`config.mk`:
```
export PLATFORM = sky130hd
export DESIGN_NAME = exc_ctrl
export DESIGN_NICKNAME = d
export VERILOG_FILES = /design/src/rtl/exc_ctrl.sv
export SDC_FILE = /design/constraint.sdc
export NUM_CORES = 1
export LEC_CHECK = 0
export CORE_MARGIN = 2
export CORE_UTILIZATION = 35
export DETAILED_ROUTE_END_ITERATION = 6
export DONT_BUFFER_PORTS = 1
export GPL_ROUTABILITY_DRIVEN = 0
export SLEW_MARGIN = 30
export SYNTH_ARGS = -nofsm -noshare
export SYNTH_HDL_FRONTEND = slang
export SYNTH_SLANG_ARGS = --single-unit
export TNS_END_PERCENT = 100
```
`constraint.sdc`:
```
create_clock -name clk -period 3 [get_ports clk]
set_input_delay 0.3 -clock clk [delete_from_list [all_inputs] [get_ports clk]]
set_output_delay 0.3 -clock clk [all_outputs]
set_load 0.005 [all_outputs]
```
`src/rtl/exc_ctrl.sv`:
```
// Exception sequencer: decides IRQ/SWI entry and exception return, drives PSR backup/restore, LR write and PC redirect.
// Latency: decision on retire in cycle N, redirect from N+1; strobes combinational on the ack cycle. Optional macro: EXC_CTRL_IRQ_SYNC_EN.
// Backpressure: redirect/pc/lr held until i_redirect_ack & en; o_busy blocks further retires.
module exc_ctrl #(
    parameter logic [31:0] VEC_BASE = 32'h0000_0000
) (
    input  logic        clk,
    input  logic        rst_n,
    input  logic        en,
    input  logic        i_irq,
    input  logic        i_irq_mask,
    input  logic        i_int_mode,
    input  logic        i_retire,
    input  logic        i_swi,
    input  logic        i_eret,
    input  logic [31:0] i_next_pc,
    input  logic [31:0] i_lr,
    output logic        o_busy,
    output logic        o_redirect,
    output logic [31:0] o_pc,
    input  logic        i_redirect_ack,
    output logic        o_spsr_bak,
    output logic        o_spsr_res,
    output logic        o_lr_we,
    output logic [31:0] o_lr
);

    typedef enum logic [1:0] {
        S_IDLE      = 2'd0,
        S_ENTER_IRQ = 2'd1,
        S_ENTER_SWI = 2'd2,
        S_RETURN    = 2'd3
    } state_t;

    state_t      state_q, state_d;
    logic [31:0] ret_pc_q, ret_pc_d;
    logic        irq_vis;
    logic        irq_pend;
    logic        commit;

`ifdef EXC_CTRL_IRQ_SYNC_EN
    // Free-running synchronizer: must not stall with en, or a stalled core would see stale IRQ state.
    logic irq_meta_q, irq_sync_q;

    always_ff @(posedge clk or negedge rst_n) begin
        if (!rst_n) begin
            irq_meta_q <= 1'b0;
            irq_sync_q <= 1'b0;
        end else begin
            irq_meta_q <= i_irq;
            irq_sync_q <= irq_meta_q;
        end
    end

    assign irq_vis = irq_sync_q;
`else
    assign irq_vis = i_irq;
`endif

    assign irq_pend = irq_vis & ~i_irq_mask;
    assign commit   = en & i_redirect_ack & (state_q != S_IDLE);

    always_comb begin
        state_d  = state_q;
        ret_pc_d = ret_pc_q;
        if (en) begin
            case (state_q)
                S_IDLE: begin
                    if (i_retire) begin
                        // Synchronous events belong to the retiring instruction and win over IRQ.
                        if (i_swi) begin
                            state_d  = S_ENTER_SWI;
                            ret_pc_d = i_next_pc;
                        end else if (i_eret && i_int_mode) begin
                            state_d  = S_RETURN;
                            ret_pc_d = i_lr;
                        end else if (irq_pend) begin
                            state_d  = S_ENTER_IRQ;
                            ret_pc_d = i_next_pc;
                        end
                    end
                end
                default: begin
                    if (i_redirect_ack) begin
                        state_d = S_IDLE;
                    end
                end
            endcase
        end
    end

    always_ff @(posedge clk or negedge rst_n) begin
        if (!rst_n) begin
            state_q  <= S_IDLE;
            ret_pc_q <= 32'h0;
        end else begin
            state_q  <= state_d;
            ret_pc_q <= ret_pc_d;
        end
    end

    always_comb begin
        o_busy     = 1'b0;
        o_redirect = 1'b0;
        o_pc       = 32'h0;
        o_lr       = 32'h0;
        o_spsr_bak = 1'b0;
        o_spsr_res = 1'b0;
        o_lr_we    = 1'b0;
        case (state_q)
            S_ENTER_IRQ: begin
                o_busy     = 1'b1;
                o_redirect = 1'b1;
                o_pc       = VEC_BASE + 32'h18;
                o_lr       = ret_pc_q + 32'h4;
                o_spsr_bak = commit;
                o_lr_we    = commit;
            end
            S_ENTER_SWI: begin
                o_busy     = 1'b1;
                o_redirect = 1'b1;
                o_pc       = VEC_BASE + 32'h08;
                o_lr       = ret_pc_q;
                o_spsr_bak = commit;
                o_lr_we    = commit;
            end
            S_RETURN: begin
                o_busy     = 1'b1;
                o_redirect = 1'b1;
                o_pc       = ret_pc_q;
                o_spsr_res = commit;
            end
            default: begin
            end
        endcase
    end

endmodule

```
==> key figures <==
Run status
  • Result of the run: completed

Timing
  • Tcrit/Tclk final: 91.71%
  • Fin. Hold Viols: 0
  • Max-slew headroom: 44.67%
  • Setup TNS: 0 ns
  • PnR worst setup slack: 0.2486 ns
  • Slew @ Worst Pin: 0.8270 ns
  • Max Clock Skew: 0.003215 ns
  • Setup violations, final: 0
  • Peak Freq: 0.3635 GHz
  • Worst Hold Slack: 0.1931 ns
  • Max-slew violations: 0
  • RSZ-0062 raised after global routing: false
  • Minimum clock period: 2.751 ns

Routing
  • DR vias: 2874
  • Final WL: 9409 µm
  • Via-to-Cell Ratio: 6.038
  • Drt drc: 0
  • DR WL/cell: 19.77 µm
  • DR iter-0 viols: 170
  • Remaining antenna violation count: 0
  • Detailed Routing Iterations Pass 1: 4

Critical path
  • Setup CP Type: flop to output pin
  • CP cell instances: inv_1 > ha_1 > nand2_2 > nor2_1 > or4b_1 > nand3_1
  • CP max FO: 17
  • Kind of cell adding the most delay to the critical path: simple AND/OR/NAND/NOR gates
  • Startpoint types: flop
  • CP required: 2.70 ns
  • Crit path DAT: 2.45 ns
  • Bufs and invs on worst path: 1
  • CP endpoint kind: output pin
  • CP max-delay cell: ha_1
  • Max stage delay on crit path: 0.61 ns

Synthesis
  • Ys flop type: dfrtp_1
  • Syn avg cell area: 7.648 µm²
  • Post-synthesis sequential element count: 34
  • Asr flop ratio synth: 100.0%
  • Yosys cell types: 48
  • Post-Syn Area: 0.002990 mm²
  • Synthesized Nets: 470
  • Yosys warnings: 0
  • Synth Instances: 391
  • EDFF count, synth: 0
  • Sequential fraction of the synthesis area: 28.45%

Global route
  • Global Route met2 Usage: 30.27%
  • Global Route Usage Sum: 19.20%
  • Largest net degree at the start of global routing: 62
  • Met1 Usage GRT: 26.71%
  • Global-route wire length before repair: 13700 µm
  • M3 GR Usage: 3.103%
  • Antenna violations before repair: 0
  • Vias in the first global route: 2564
  • Gr ovfl total: 0
  • Grt peak-use layer: met2

Floorplanning
  • IO Count: 143
  • Die W: 96.44 µm
  • Die height: 96.44 µm
  • Initial Util: 36.21%
  • Rows: 33
  • DIE AREA: 0.009300 mm²
  • CORE AREA: 0.008258 mm²

Layout
  • Layout net count: 449
  • Antenna cells: 0
  • Area Overhead vs Synth: 5.774%
  • Layout cells sized above 1: 6.199%
  • Final Non-Filler Cells: 476
  • Fillers: 867
  • Most frequent cells in the layout: nor2_1 (43), a21oi_1 (39), and2_1 (38), dfrtp_1 (34), mux2i_1 (33)
  • Final Util: 38.30%
  • Most common cell after layout, fill and taps aside: nor2_1
  • Final instance area: 0.003163 mm²

Placement
  • Port Buf Inserts: 0
  • Placed Area: 0.003019 mm²
  • Pre-CTS WS: 0.4216 ns
  • Placed Instances: 466
  • Dpl hpwl: 7136 µm

Power
  • P_sw: 1.608 mW
  • Logic pwr share: 49.7%
  • PD cells: 974.8 mW/mm²
  • Clock share of power: 12.6%
  • Internal Power: 1.476 mW
  • Sequential power share: 37.7%
  • VDD IR max: 0.4490 mV
  • Overall Power: 3.083 mW
  • Sw frac: 52.14%
  • Leakage power: 1.425 nW

Clock network
  • Insertion delay to the later sink of the worst-skew pair: 0.28 ns
  • Post-CTS setup buffer count: 0
  • CTS tree: done
  • Max clock buf depth: 2
  • Num Clock Sinks: 34
  • Clk slew on worst S/H paths: 0.07 ns
  • CTS Root Cell: clkbuf_8
  • H-tree depth: 2
  • Total CTS buffers: 5

Job
  • Max-Cap Viols: 0

Hold path
  • Path type of the worst min-delay path: input port to flop
[registers in the layout, summed over array words and instances, names as in the netlist]
signal / flops
ret_pc_q: 32
state_q: 2
[final timing paths]
| path | depth (start not counted) | from | slack, ns | endpoint |
|---|---|---|---|---|
| worst max register to register | 7 | state_q[0] | 1.00 | ret_pc_q[31] |
| worst min register to register | 2 | ret_pc_q[1] | 0.61 | ret_pc_q[1] |
| min in group asynchronous | 2 | rst_n | 0.46 | ret_pc_q[0] |
| worst min-delay path | 2 | i_swi | 0.19 | state_q[0] |
| worst max-delay path | 6 | state_q[1] | 0.25 | o_lr[25] |
| max in group asynchronous | 2 | rst_n | 2.36 | ret_pc_q[15] |
[timing repair]
action                                  4_1_cts  5_1_grt
endpoints found under the hold margin        34        0
hold buffers                                  2        0
gates resized for setup                       0        2
endpoints found under the setup margin        0        3
[per-layer routing]
metal	part of all wire [%]	routed length, µm	vias up
li1	-	-	1377
met1	45	4263	1363
met2	47	4399	120
met3	5.8	549	14
met4	2.1	196	0
met5	0	0	-
[layout make-up]
cell class	instances	area, µm²	area share [%]
Tap cell	105	131.4	4.153
Inverter	9	33.78	1.068
Sequential cell	34	850.8	26.90
Timing Repair Buffer	7	67.56	2.136
Clock buffer	8	110.1	3.481
Multi-Input combinational cell	313	1969	62.26
[worst reg2reg max path, stage by stage (launching register included)]
cell	delay [ns]
dfrtp_1	0.42
inv_1	0.15
ha_1	0.20
nand3_1	0.16
a21oi_4	0.24
buf_4	0.50
nor2_1	0.13
a21oi_1	0.13
[cell usage after synthesis, types with 6 or more instances]
cell type	instances	area share [%]
and2_1	39	8.2
a31oi_1	11	2.3
inv_1	9	1.1
nand3_1	16	2.7
buf_2	7	1.2
dfrtp_1	34	28
nor2_1	43	5.4
nor3_1	8	1.3
clkbuf_1	24	3.0
nand2_1	25	3.1
nand4_1	11	2.3
o21ai_0	14	2.3
a21oi_1	40	6.7
mux2i_1	33	11
nor4_1	6	1.3
[power by group through the flow]
stage | Sequential, mW | Clock (mW) | Combinational [mW]
detailed placement | 1.15 | 0 | 1.51
global placement | 1.14 | 0 | 1.48
finish | 1.16 | 0.390 | 1.53
CTS | 1.14 | 0.399 | 1.53
floorplan | 0.894 | 0 | 1.31
global route | 1.20 | 0.416 | 1.71
[cells by family after synthesis]
kind of cell	synth area share [%]
AOI/OAI and AO/OA	21.38
adders and majority gates	2.092
buffers and inverters	6.192
DFF	28.45
muxes	11.05
and+or+nand+nor	30.84
Note: power is estimated with default switching activity, not from simulation.
